<file path="config.mk">
export PLATFORM = sky130hd
export DESIGN_NAME = instr_encoder
export DESIGN_NICKNAME = d
export VERILOG_FILES = /design/src/rtl/instr_encoder.sv
export SDC_FILE = /design/constraint.sdc
export NUM_CORES = 1
export LEC_CHECK = 0
export CORE_ASPECT_RATIO = 1.25
export CORE_MARGIN = 2
export CORE_UTILIZATION = 55
export DETAILED_ROUTE_END_ITERATION = 8
export PLACE_DENSITY = 0.87
export RECOVER_POWER = 100
export REMOVE_ABC_BUFFERS = 1
export SKIP_CTS_REPAIR_TIMING = 1
export SLEW_MARGIN = 0
export SYNTH_ARGS = -nofsm -noshare
export SYNTH_HDL_FRONTEND = slang
export SYNTH_SLANG_ARGS = --single-unit
</file>
<file path="constraint.sdc">
create_clock -name clk_i -period 14.6 [get_ports clk_i]
set_clock_uncertainty 0.15 [all_clocks]
set_input_delay 1.46 -clock clk_i [delete_from_list [all_inputs] [get_ports clk_i]]
set_output_delay 1.46 -clock clk_i [all_outputs]
set_load 0.05 [all_outputs]
</file>
<file path="src/rtl/instr_encoder.sv">
// MIPS-style instruction encoder: accepts one encode request at a time and
// writes the encoded word into instruction memory one cycle after acceptance.
module instr_encoder (
    input  logic        clk_i,
    input  logic        rst_n_i,
    input  logic        req_valid_i,
    output logic        req_ready_o,
    input  logic [2:0]  kind_i,
    input  logic [4:0]  rs_i,
    input  logic [4:0]  rt_i,
    input  logic [4:0]  rd_i,
    input  logic [5:0]  funct_i,
    input  logic [15:0] imm_i,
    input  logic [31:0] target_i,
    input  logic        err_clr_i,
    output logic        mem_we_o,
    output logic [31:0] mem_addr_o,
    output logic [31:0] mem_data_o,
    output logic [31:0] pc_o,
    output logic [15:0] count_o,
    output logic        err_o
);

    typedef enum logic [0:0] {
        IDLE  = 1'b0,
        WRITE = 1'b1
    } state_t;

    state_t             state;
    state_t             state_next;
    logic [31:0]        pc;
    logic [31:0]        pc_plus4;
    logic [15:0]        count;
    logic               err;
    logic [31:0]        mem_addr_p1;
    logic [31:0]        mem_data_p1;
    logic               accept;
    logic               legal_p0;
    logic [31:0]        instr_p0;
    logic signed [31:0] br_diff;
    logic signed [31:0] br_off;

    function automatic logic [15:0] sat_inc16(input logic [15:0] v);
        return (v == 16'hFFFF) ? v : v + 16'd1;
    endfunction

    function automatic logic fits_s16(input logic signed [31:0] v);
        return (v[31:15] == {17{v[15]}});
    endfunction

    // Stage p0: combinational encode and legality check against the current pc
    assign pc_plus4 = pc + 32'd4;
    assign br_diff  = $signed(target_i) - $signed(pc_plus4);
    assign br_off   = br_diff >>> 2;

    always_comb begin
        instr_p0 = '0;
        legal_p0 = 1'b0;
        case (kind_i)
            3'd0: begin
                instr_p0 = {6'b000000, rs_i, rt_i, rd_i, 5'b00000, funct_i};
                legal_p0 = 1'b1;
            end
            3'd1: begin
                instr_p0 = {6'b001101, rs_i, rt_i, imm_i};
                legal_p0 = 1'b1;
            end
            3'd2: begin
                instr_p0 = {6'b100011, rs_i, rt_i, imm_i};
                legal_p0 = 1'b1;
            end
            3'd3: begin
                instr_p0 = {6'b101011, rs_i, rt_i, imm_i};
                legal_p0 = 1'b1;
            end
            3'd4: begin
                instr_p0 = {6'b000100, rs_i, rt_i, br_off[15:0]};
                legal_p0 = (target_i[1:0] == 2'b00) && fits_s16(br_off);
            end
            3'd5: begin
                instr_p0 = {6'b000010, target_i[27:2]};
                legal_p0 = (target_i[1:0] == 2'b00) &&
                           (target_i[31:28] == pc_plus4[31:28]);
            end
            default: begin
                instr_p0 = '0;
                legal_p0 = 1'b0;
            end
        endcase
    end

    assign req_ready_o = (state == IDLE);
    assign accept      = req_valid_i && req_ready_o;

    always_comb begin
        state_next = state;
        case (state)
            IDLE:    if (accept && legal_p0) state_next = WRITE;
            WRITE:   state_next = IDLE;
            default: state_next = IDLE;
        endcase
    end

    always_ff @(posedge clk_i or negedge rst_n_i) begin
        if (!rst_n_i) state <= IDLE;
        else          state <= state_next;
    end

    // Stage p1: registered write port, held between writes
    always_ff @(posedge clk_i or negedge rst_n_i) begin
        if (!rst_n_i) begin
            pc          <= '0;
            count       <= '0;
            mem_addr_p1 <= '0;
            mem_data_p1 <= '0;
        end else if (accept && legal_p0) begin
            pc          <= pc_plus4;
            count       <= sat_inc16(count);
            mem_addr_p1 <= pc;
            mem_data_p1 <= instr_p0;
        end
    end

    // A fresh error wins over a simultaneous clear
    always_ff @(posedge clk_i or negedge rst_n_i) begin
        if (!rst_n_i)                 err <= 1'b0;
        else if (accept && !legal_p0) err <= 1'b1;
        else if (err_clr_i)           err <= 1'b0;
    end

    assign mem_we_o   = (state == WRITE);
    assign mem_addr_o = mem_addr_p1;
    assign mem_data_o = mem_data_p1;
    assign pc_o       = pc;
    assign count_o    = count;
    assign err_o      = err;

endmodule

</file>
==> results of run 1 <==
-- per-layer routing --
metal	track usage	share of wire
met5	0	0
met4	0.1131	0.032
met3	0.03453	0.049
met2	0.4998	0.51
met1	0.3498	0.41
-- power by group --
part,switching (mW),internal (mW),total [mW]
Combinational,0.296,0.163,0.459
Sequential,0.0350,0.342,0.377
Clock,0.129,0.124,0.253
Total,0.460,0.629,1.09
-- cells in the mapped netlist, drive strengths merged, types with 19 or more instances --
| library cell | number | area (µm²) |
|---|---|---|
| dfrtp | 109 | 2728 |
| xnor2 | 81 | 709.4 |
| nand2 | 68 | 255.2 |
| nor2 | 63 | 239.0 |
| a21oi | 57 | 285.3 |
| nand3 | 44 | 225.2 |
| mux2 | 37 | 416.7 |
| buf | 36 | 196.4 |
| clkbuf | 25 | 93.84 |
| and3 | 23 | 143.9 |
| inv | 23 | 86.33 |
| ha | 21 | 262.8 |
| o21ai | 21 | 105.1 |
| nand4 | 19 | 131.4 |
-- logic make-up (layout without fill, tap and decap cells) --
kind of cell,after synthesis,after routing,share of synthesized area
AO/OA/AOI/OAI,196,196,0.1689
adder cells (fa/ha/maj),29,29,0.04457
XOR/XNOR,105,105,0.1293
AND/OR/NAND/NOR,308,308,0.2064
multiplexers,44,44,0.06105
buffers and inverters,84,234,0.04724
other,1,5,0.0004704
flip-flops,109,109,0.3421
-- worst max path at each step --
stage                              to  slack (ns)  cells after the start
after CTS                  count_o[1]        8.29                     20
after detailed placement   count_o[1]        8.11                     16
after global placement     count_o[1]        8.26                     19
after floorplan            count_o[1]        6.16                     19
final                      count_o[1]        6.55                     19
after global routing      count_o[15]        5.77                     19
-- flip-flops by register name, summed over array words and instances (netlist names) --
register,count
mem_addr_o,30
mem_data_o,31
mem_we_o,1
err_o,1
count_o,16
pc_o,30
-- worst max-delay path, cell delays in order, from the launching register on --
cell and delay [ns]:
sky130_fd_sc_hd__dfrtp_1 0.61, sky130_fd_sc_hd__nand4_1 0.43, sky130_fd_sc_hd__nor3_1 0.55, sky130_fd_sc_hd__nand3_1 0.20, sky130_fd_sc_hd__xor2_1 0.20, sky130_fd_sc_hd__ha_1 0.37
sky130_fd_sc_hd__inv_1 0.08, sky130_fd_sc_hd__or2_2 0.29, sky130_fd_sc_hd__mux2i_1 0.28, sky130_fd_sc_hd__nand2_1 0.09, sky130_fd_sc_hd__a211o_1 0.33, sky130_fd_sc_hd__a211oi_1 0.36
sky130_fd_sc_hd__or3_1 0.18, sky130_fd_sc_hd__nand3_1 0.08, sky130_fd_sc_hd__nor4b_1 0.34, sky130_fd_sc_hd__o2111ai_1 0.27, sky130_fd_sc_hd__a41oi_4 0.27, sky130_fd_sc_hd__clkbuf_1 2.07
sky130_fd_sc_hd__nand2_1 0.31, sky130_fd_sc_hd__mux2_1 0.45
-- per-stage QoR --
step | hold WS, ns | area (µm²) | setup WS (ns)
CTS | 0.3549 | 10170 | 8.290
global route | 0.3717 | 10150 | 5.766
global placement | 0.3229 | 9856 | 8.257
finish | 0.3457 | 10150 | 6.550
floorplan | 0.6056 | 7697 | 6.156
detailed placement | 0.3362 | 9856 | 8.108
-- final cells by class --
cell class	count	share of cell area
inverters	23	0.008504
clock buffers	9	0.02218
repair buffers	195	0.1881
clock inverters	7	0.008504
flip-flops and latches	109	0.2687
well taps	178	0.02194
multi-input cells	687	0.4821
==> flow_summary.toml, run 1 <==
[layout]
layout.cells.most_common_list = "110 x sky130_fd_sc_hd__dlygate4sd3_1, 109 x sky130_fd_sc_hd__dfrtp_1, 81 x sky130_fd_sc_hd__xnor2_1"
final_nets = 1123
footprint_of_the_multi_input_gates_um2 = 4895
layoutNonFillerInstCount = 1208
layout-drive-gt1-share = 0.07573
num_antenna_cells = 0
final_common_cell = "sky130_fd_sc_hd__dlygate4sd3_1"
layout.area.seq_um2 = 2728
area_growth_from_synthesis_to_final_layout_pct = 27.34
final.fill_count = 1121
post-route-util = 0.7107

[die]
floorplan.rows = 49
overall_die_area_um2 = 15480
die-height_um = 138.6
core_area_um2 = 14290
initial_core_util = 0.5581
chipWidth_um = 111.7
boundaryPins = 191

[clock_tree]
cts.reportedPaths.clkPinSlew_ns = 0.09
cts_made_buffers = 9
ctsHtreeMaxLevel = 3
cts_buffer_depth = 2
cts.root.buffer_cell = "sky130_fd_sc_hd__clkbuf_16"
clock_latency_at_the_later_pin_of_the_worst_skew_pair_ns = 0.36
cts_sinks = 109
clock_tree_from_tritoncts = "done"

[sta]
setup_violations = 0
finalHoldViolCount = 0
maxClockFrequency_mhz = 124.2
rsz0062_at_grt = "false"
worst-slew-pin-transition_ns = 3.122
finalWorstPathRequiredPeriod_ns = 8.050
slew_violations = 246
headroom_to_the_max_slew_limit = -1.082
layout_worst_path_cycle_share = 0.5514
fin_tns_setup_ns = 0

[power_and_ir_drop]
vdd_drop_max_mv = 0.1117
p_total_mw = 1.089
p_leak_nw = 4.368
power.density_nw_per_um2 = 107.2

[worst_hold_path]
worstHoldEndpoint = "mem_data_o[8]"
hold_path_depth = 1
worstHoldPathType = "flip-flop to flip-flop"
origin_of_the_worst_min_delay_path = "mem_data_o[8]"

[run]
max-cap-violations = 4

[placed_design]
place.detailed.hpwl_mm = 16.79
placed_cells = 1192
port_buffers = 185
gpl.final_weighted_congestion = 0.9313

[worst_setup_path]
worst_reg2reg_endpoint = "count_o[1]"
timing.critical_path.from_type = "flip-flop"
arrival_ns = 8.15
r2r-start = "pc_o[7]"
path_max_fanout = 66
required_ns = 14.70
startpoint = "pc_o[7]"
timing.setup.critical_path_class = "flip-flop to flip-flop"
crit_path_end_kind = "flip-flop"
reg2reg_depth = 19
setup.reg_to_reg.worst_slack_ns = 6.55

[detailed_routing]
antenna_violating_nets_post_route = 0
detail_route.iter0.violations = 468
detail_route.wirelength_mm = 22.17
routedWlPerCell_um = 18.35
drt_pre_antenna_iters = 7
vias_per_cell = 6.094
drt_drc_violations_left = 0
via_count = 7362

[run_status]
violations = "max-capacitance violations, max-slew violations"
outcome = "complete, but fails checks"

[grt]
globalRoute.totalOverflow = 0
grt_start_max_net_pins = 67
global_route_wire_length_before_repair_mm = 36.13
antenna_found_initial = 0
grt.total_usage = 0.2825
grt_pass1_vias = 7157

[synthesis]
postSynthRegisterBits = 109
synthesis.area_um2 = 7973
synth_flop_cell = "sky130_fd_sc_hd__dfrtp_1"
ys_async_sr_fraction = 1.000
post_synthesis_cell_count = 876
synthDistinctLibCells = 76
number_of_enable_type_register_cells_in_the_synthesized_netlist = 0
synthesized_area_divided_by_synthesized_cell_count_um2 = 9.101
synth.yosys.seq_area_share = 0.3421
synthesis.yosys.warnings = 0
Note: power is estimated with default switching activity, not from simulation.
==> run 2: changes to the inputs <==
--- a/config.mk
+++ b/config.mk
@@ -7,9 +7,9 @@
 export LEC_CHECK = 0
 export CORE_ASPECT_RATIO = 1.25
 export CORE_MARGIN = 2
-export CORE_UTILIZATION = 55
+export CORE_UTILIZATION = 51
 export DETAILED_ROUTE_END_ITERATION = 8
-export PLACE_DENSITY = 0.87
+export PLACE_DENSITY = 0.82
 export RECOVER_POWER = 100
 export REMOVE_ABC_BUFFERS = 1
 export SKIP_CTS_REPAIR_TIMING = 1
==> constraint.sdc (replaced) <==
create_clock -name clk_i -period 7.8 [get_ports clk_i]
set_clock_uncertainty 0.15 [all_clocks]
set_input_delay 0.78 -clock clk_i [delete_from_list [all_inputs] [get_ports clk_i]]
set_output_delay 0.78 -clock clk_i [all_outputs]
set_load 0.05 [all_outputs]
==> run 2 against run 1 <==
Net effect:
- the flow still finishes with violations (max-capacitance violations, max-slew violations)
- via count shrank 0.80%
- flip-flop and latch count unchanged
- utilization fell by 5.0 points
- worst hold slack lost 0.011 ns
- global-route usage is 1.4 points lower
- combinational power is 85% higher
- clock power up 94%
- final cell count is 2.8% higher
- non-clock buffer count did not move
- first-iteration DRC count rose by 0.85%
- largest power group unchanged
==> flow_summary.toml, run 2 (synthesized netlist as in run 1, its figures left out) <==
[clock_tree]
clock_latency_at_the_later_pin_of_the_worst_skew_pair_ns = 0.36
ctsHtreeMaxLevel = 3
clock_tree_from_tritoncts = "done"
cts.reportedPaths.clkPinSlew_ns = 0.08
cts_sinks = 109
cts.root.buffer_cell = "sky130_fd_sc_hd__clkbuf_16"
cts_made_buffers = 9
cts_buffer_depth = 2

[grt]
global_route_wire_length_before_repair_mm = 35.38
globalRoute.totalOverflow = 0
grt_start_max_net_pins = 68
grt_pass1_vias = 7017
antenna_found_initial = 0
grt.total_usage = 0.2685

[layout]
final_common_cell = "sky130_fd_sc_hd__dlygate4sd3_1"
num_antenna_cells = 0
largest_reg_flops = 31
layout-drive-gt1-share = 0.07670
layout.cells.most_common_list = "110 x sky130_fd_sc_hd__dlygate4sd3_1, 109 x sky130_fd_sc_hd__dfrtp_1, 81 x sky130_fd_sc_hd__xnor2_1"
final.fill_count = 1299
final_nets = 1123
area_growth_from_synthesis_to_final_layout_pct = 27.95
layoutNonFillerInstCount = 1242

[detailed_routing]
via_count = 7303
detail_route.wirelength_mm = 22.13
detail_route.iter0.violations = 472
antenna_violating_nets_post_route = 0
routedWlPerCell_um = 17.82
vias_per_cell = 5.880
drt_drc_violations_left = 0
drt_pre_antenna_iters = 8

[die]
chipWidth_um = 115.8
core_area_um2 = 15440
overall_die_area_um2 = 16660
floorplan.rows = 51
initial_core_util = 0.5163
die-height_um = 143.8
boundaryPins = 191

[worst_setup_path]
timing.setup.critical_path_class = "flip-flop to flip-flop"
path_max_fanout = 65
timing.critical_path.from_type = "flip-flop"
arrival_ns = 6.57
required_ns = 7.90
crit_path_end_kind = "flip-flop"

[sta]
setup_violations = 0
finalWorstPathRequiredPeriod_ns = 6.466
hold-worst-slack_ns = 0.3348
worst-slew-pin-transition_ns = 3.405
maxClockFrequency_mhz = 154.7
layout_worst_path_cycle_share = 0.8290
slew_violations = 112
headroom_to_the_max_slew_limit = -1.270
finalHoldViolCount = 0
rsz0062_at_grt = "false"

[placed_design]
placed_cells = 1226
gpl.final_weighted_congestion = 0.8934
port_buffers = 185
place.detailed.hpwl_mm = 16.62

[run_status]
outcome = "complete, but fails checks"
violations = "max-capacitance violations, max-slew violations"

[run]
max-cap-violations = 2

[power_and_ir_drop]
vdd_drop_max_mv = 0.1786
power.density_nw_per_um2 = 200.8
p_leak_nw = 4.366

[worst_hold_path]
worstHoldPathType = "flip-flop to flip-flop"
-- run 2: cell count changes in the layout (fill, tap and decap cells not counted), sizes merged --
cell,delta
buf,+2
bufinv,+1
clkbuf,-2
clkinv,-1
clkinvlp,+1
inv,-1
-- run 2: path summary, 6_finish.rpt --
path                       cells past startpoint       endpoint  slack, ns       start
setup / recovery                              19     count_o[1]       1.33    pc_o[17]
setup reg to reg                              19     count_o[1]       1.33    pc_o[17]
min in group asynchronous                      1  mem_addr_o[6]       1.03     rst_n_i
max in group asynchronous                      2        pc_o[8]       2.26     rst_n_i
hold / removal                                 1     count_o[8]       0.33  count_o[8]
hold reg to reg                                1     count_o[8]       0.33  count_o[8]
-- run 2: power by group --
part / switching (mW) / internal [mW] / total, mW / leakage [nW]
sequential: 0.0675 / 0.639 / 0.707 / 1.42
combinational: 0.547 / 0.304 / 0.851 / 2.79
clock: 0.234 / 0.257 / 0.491 / 0.151
total: 0.848 / 1.20 / 2.05 / 4.37
-- run 2: worst max-delay path: stages, from the launching register on --
cell and delay [ns]:
sky130_fd_sc_hd__dfrtp_1 0.76, sky130_fd_sc_hd__nand4_1 0.42, sky130_fd_sc_hd__nor4_1 0.57, sky130_fd_sc_hd__and3_1 0.26, sky130_fd_sc_hd__xnor2_1 0.07, sky130_fd_sc_hd__ha_1 0.41, sky130_fd_sc_hd__a21o_1 0.27, sky130_fd_sc_hd__a21oi_1 0.23
sky130_fd_sc_hd__o22ai_1 0.11, sky130_fd_sc_hd__a31oi_1 0.25, sky130_fd_sc_hd__a21oi_1 0.10, sky130_fd_sc_hd__a221o_1 0.29, sky130_fd_sc_hd__a21o_1 0.18, sky130_fd_sc_hd__o211ai_1 0.22, sky130_fd_sc_hd__nor4b_1 0.35, sky130_fd_sc_hd__o2111ai_1 0.26
sky130_fd_sc_hd__a41oi_4 0.26, sky130_fd_sc_hd__buf_4 0.59, sky130_fd_sc_hd__nand2_1 0.20, sky130_fd_sc_hd__mux2_1 0.36
-- run 2: routing by layer --
layer / vias up / part of all wire / GRT usage
met4: 0 / 0.038 / 0.1190
met1: 3488 / 0.41 / 0.3319
met3: 51 / 0.059 / 0.04471
met5: - / 0 / 0
met2: 279 / 0.50 / 0.4586
li1: 3485 / - / -
-- run 2: stage by stage --
| step | worst slack [ns] | utilization | power (mW) | instance area (µm²) | setup TNS, ns |
|---|---|---|---|---|---|
| 3_3_place_gp | 1.637 | 0.6410 | 1.581 | 9898 | 0 |
| 3_5_place_dp | 1.521 | 0.6410 | 1.597 | 9898 | 0 |
| 5_1_grt | 0.9430 | 0.6606 | 2.153 | 10200 | 0 |
| 2_1_floorplan | -0.6442 | - | 1.285 | 7697 | -29.20 |
| 4_1_cts | 1.496 | 0.6615 | 2.090 | 10210 | 0 |
| 6_report | 1.334 | 0.6606 | 2.048 | 10200 | 0 |
-- run 2: layout make-up --
| class | instances | area [µm²] | share of cell area |
|---|---|---|---|
| Clock buffer | 9 | 225.2 | 0.02208 |
| Clock inverter | 7 | 91.34 | 0.008954 |
| Inverter | 23 | 86.33 | 0.008463 |
| Multi-Input combinational cell | 687 | 4888 | 0.4792 |
| Sequential cell | 109 | 2728 | 0.2674 |
| Tap cell | 212 | 265.3 | 0.02600 |
| Timing Repair Buffer | 195 | 1917 | 0.1879 |
==> run 3: changes to the inputs <==
--- a/config.mk
+++ b/config.mk
@@ -7,9 +7,9 @@
 export LEC_CHECK = 0
 export CORE_ASPECT_RATIO = 1.25
 export CORE_MARGIN = 2
-export CORE_UTILIZATION = 51
+export CORE_UTILIZATION = 46
 export DETAILED_ROUTE_END_ITERATION = 8
-export PLACE_DENSITY = 0.82
+export PLACE_DENSITY = 0.78
 export RECOVER_POWER = 100
 export REMOVE_ABC_BUFFERS = 1
 export SKIP_CTS_REPAIR_TIMING = 1
==> constraint.sdc (replaced) <==
create_clock -name clk_i -period 5.5 [get_ports clk_i]
set_clock_uncertainty 0.15 [all_clocks]
set_input_delay 0.55 -clock clk_i [delete_from_list [all_inputs] [get_ports clk_i]]
set_output_delay 0.55 -clock clk_i [all_outputs]
set_load 0.05 [all_outputs]
==> run 3 against run 2 <==
Net effect:
- the run still ends with max-capacitance violations, max-slew violations left
- fmax increased by 23%
- register-to-register slack got worse by 1.1 ns
- sequential power increased by 40%
- setup slack worse by 1.1 ns
- cell area is 4.9% higher
- flip-flop and latch count is the same
- non-clock buffer count rose by 39
- power up 43%
- utilization shrank 2.8 points
- first-iteration DRC count grew 9.3%
- final cell count is 3.8% higher
- critical path depth grew 2
- largest cell class unchanged
- largest power group unchanged
==> flow_summary.toml, run 3 (synthesized netlist as in run 1, its figures left out) <==
[run_status]
outcome = "complete, but fails checks"
violations = "max-capacitance violations, max-slew violations"

[sta]
headroom_to_the_max_slew_limit = -0.7861
finalWorstPathRequiredPeriod_ns = 5.264
setup_violations = 0
hold-worst-slack_ns = 0.3347
maxClockFrequency_mhz = 190.0
finalHoldViolCount = 0
worst-slew-pin-transition_ns = 2.679
layout_setup_ws_ns = 0.2360
slew_violations = 49
fin_tns_setup_ns = 0
layout_worst_path_cycle_share = 0.9571

[detailed_routing]
antenna_violating_nets_post_route = 0
m1_wl_mm = 9.774
drt_pre_antenna_iters = 7
detail_route.wirelength_mm = 23.97
vias_per_cell = 5.853
drt_drc_violations_left = 0
detail_route.iter0.violations = 516
route.met3.wl_mm = 1.082
met2_wirelength_mm = 12.36
via_count = 7545
highest_layer = "met4"
routedWlPerCell_um = 18.60

[die]
initial_core_util = 0.4715
core_area_um2 = 16910
boundaryPins = 191
overall_die_area_um2 = 18410
chipWidth_um = 121.8
floorplan.rows = 53
die-height_um = 151.2

[grt]
global_route_wire_length_before_repair_mm = 37.39
antenna_found_initial = 0
grt.total_usage = 0.2570
globalRoute.totalOverflow = 0
grt_pass1_vias = 7272
grt_start_max_net_pins = 63

[worst_setup_path]
crit_path_end_kind = "flip-flop"
reg2reg_depth = 21
path_max_fanout = 21
timing.setup.critical_path_class = "flip-flop to flip-flop"
timing.critical_path.from_type = "flip-flop"
arrival_ns = 5.36
required_ns = 5.60

[layout]
final_nets = 1162
final_common_cell = "sky130_fd_sc_hd__dlygate4sd3_1"
largest_reg_flops = 31
post-route-util = 0.6331
final.fill_count = 1400
layout-drive-gt1-share = 0.1338
num_antenna_cells = 0
area_growth_from_synthesis_to_final_layout_pct = 34.28
layout.cells.most_common_list = "110 x sky130_fd_sc_hd__dlygate4sd3_1, 108 x sky130_fd_sc_hd__dfrtp_1, 81 x sky130_fd_sc_hd__xnor2_1"

[clock_tree]
cts_buffer_depth = 2
cts.root.buffer_cell = "sky130_fd_sc_hd__clkbuf_16"
cts_sinks = 109
ctsHtreeMaxLevel = 3
clock_tree_from_tritoncts = "done"
cts.reportedPaths.clkPinSlew_ns = 0.08
cts_made_buffers = 9
clock_latency_at_the_later_pin_of_the_worst_skew_pair_ns = 0.37

[power_and_ir_drop]
p_leak_nw = 4.629
vdd_drop_max_mv = 0.2832
p_total_mw = 2.936
power.density_nw_per_um2 = 274.3

[run]
max-cap-violations = 2

[placed_design]
place.detailed.hpwl_mm = 17.77
port_buffers = 185
gpl.final_weighted_congestion = 0.9433
pre_cts_slack_ns = -0.2099

[worst_hold_path]
worstHoldPathType = "flip-flop to flip-flop"
hold_path_depth = 1
## run 3: power breakdown
part	internal, mW	total (mW)	switching [mW]
Sequential	0.907	0.989	0.0824
Clock	0.319	0.655	0.336
Combinational	0.473	1.29	0.820
## run 3: path summary, 6_finish.rpt
| path | startpoint | slack (ns) | endpoint |
|---|---|---|---|
| max | pc_o[3] | 0.24 | count_o[1] |
| min | count_o[15] | 0.33 | count_o[15] |
| max reg2reg | pc_o[3] | 0.24 | count_o[1] |
| min reg2reg | count_o[15] | 0.33 | count_o[15] |
| max in group asynchronous | rst_n_i | 1.65 | pc_o[13] |
| min in group asynchronous | rst_n_i | 0.86 | mem_addr_o[2] |
## run 3: cell type report
type	count	area, µm²	area share
flip-flops and latches	109	2729	0.2549
repair buffers	234	2283	0.2133
clock inverters	7	67.56	0.006311
inverters	23	86.33	0.008064
clock buffers	9	225.2	0.02104
well taps	220	275.3	0.02571
multi-input cells	687	5039	0.4707
## run 3: worst max-delay path, cell delays in order, from the launching register on
cell and delay, ns:
sky130_fd_sc_hd__dfrtp_1 0.40, sky130_fd_sc_hd__buf_4 0.14, sky130_fd_sc_hd__nand4_1 0.18, sky130_fd_sc_hd__nor3_4 0.25
sky130_fd_sc_hd__nand3_1 0.15, sky130_fd_sc_hd__xor2_1 0.18, sky130_fd_sc_hd__ha_1 0.38, sky130_fd_sc_hd__inv_1 0.10
sky130_fd_sc_hd__or2_2 0.32, sky130_fd_sc_hd__mux2i_2 0.27, sky130_fd_sc_hd__nand2_1 0.09, sky130_fd_sc_hd__a211o_1 0.35
sky130_fd_sc_hd__nand3b_1 0.20, sky130_fd_sc_hd__xnor2_1 0.13, sky130_fd_sc_hd__nor4_1 0.32, sky130_fd_sc_hd__and4b_1 0.26
sky130_fd_sc_hd__o2111ai_2 0.17, sky130_fd_sc_hd__a41oi_4 0.32, sky130_fd_sc_hd__buf_4 0.17, sky130_fd_sc_hd__buf_12 0.14
sky130_fd_sc_hd__nand2_1 0.10, sky130_fd_sc_hd__mux2_1 0.33
## run 3: per-stage QoR
stage,cell area (µm²),cells
2_1_floorplan,7697,819
3_3_place_gp,10190,1267
3_5_place_dp,10190,1267
4_1_cts,10490,1283
5_1_grt,10710,1289
6_report,10710,1289
## run 3: per-layer routing
metal	vias up	GRT usage
met4	0	0.1011
met1	3673	0.3210
li1	3555	-
met5	-	0
met3	55	0.03163
met2	262	0.4506
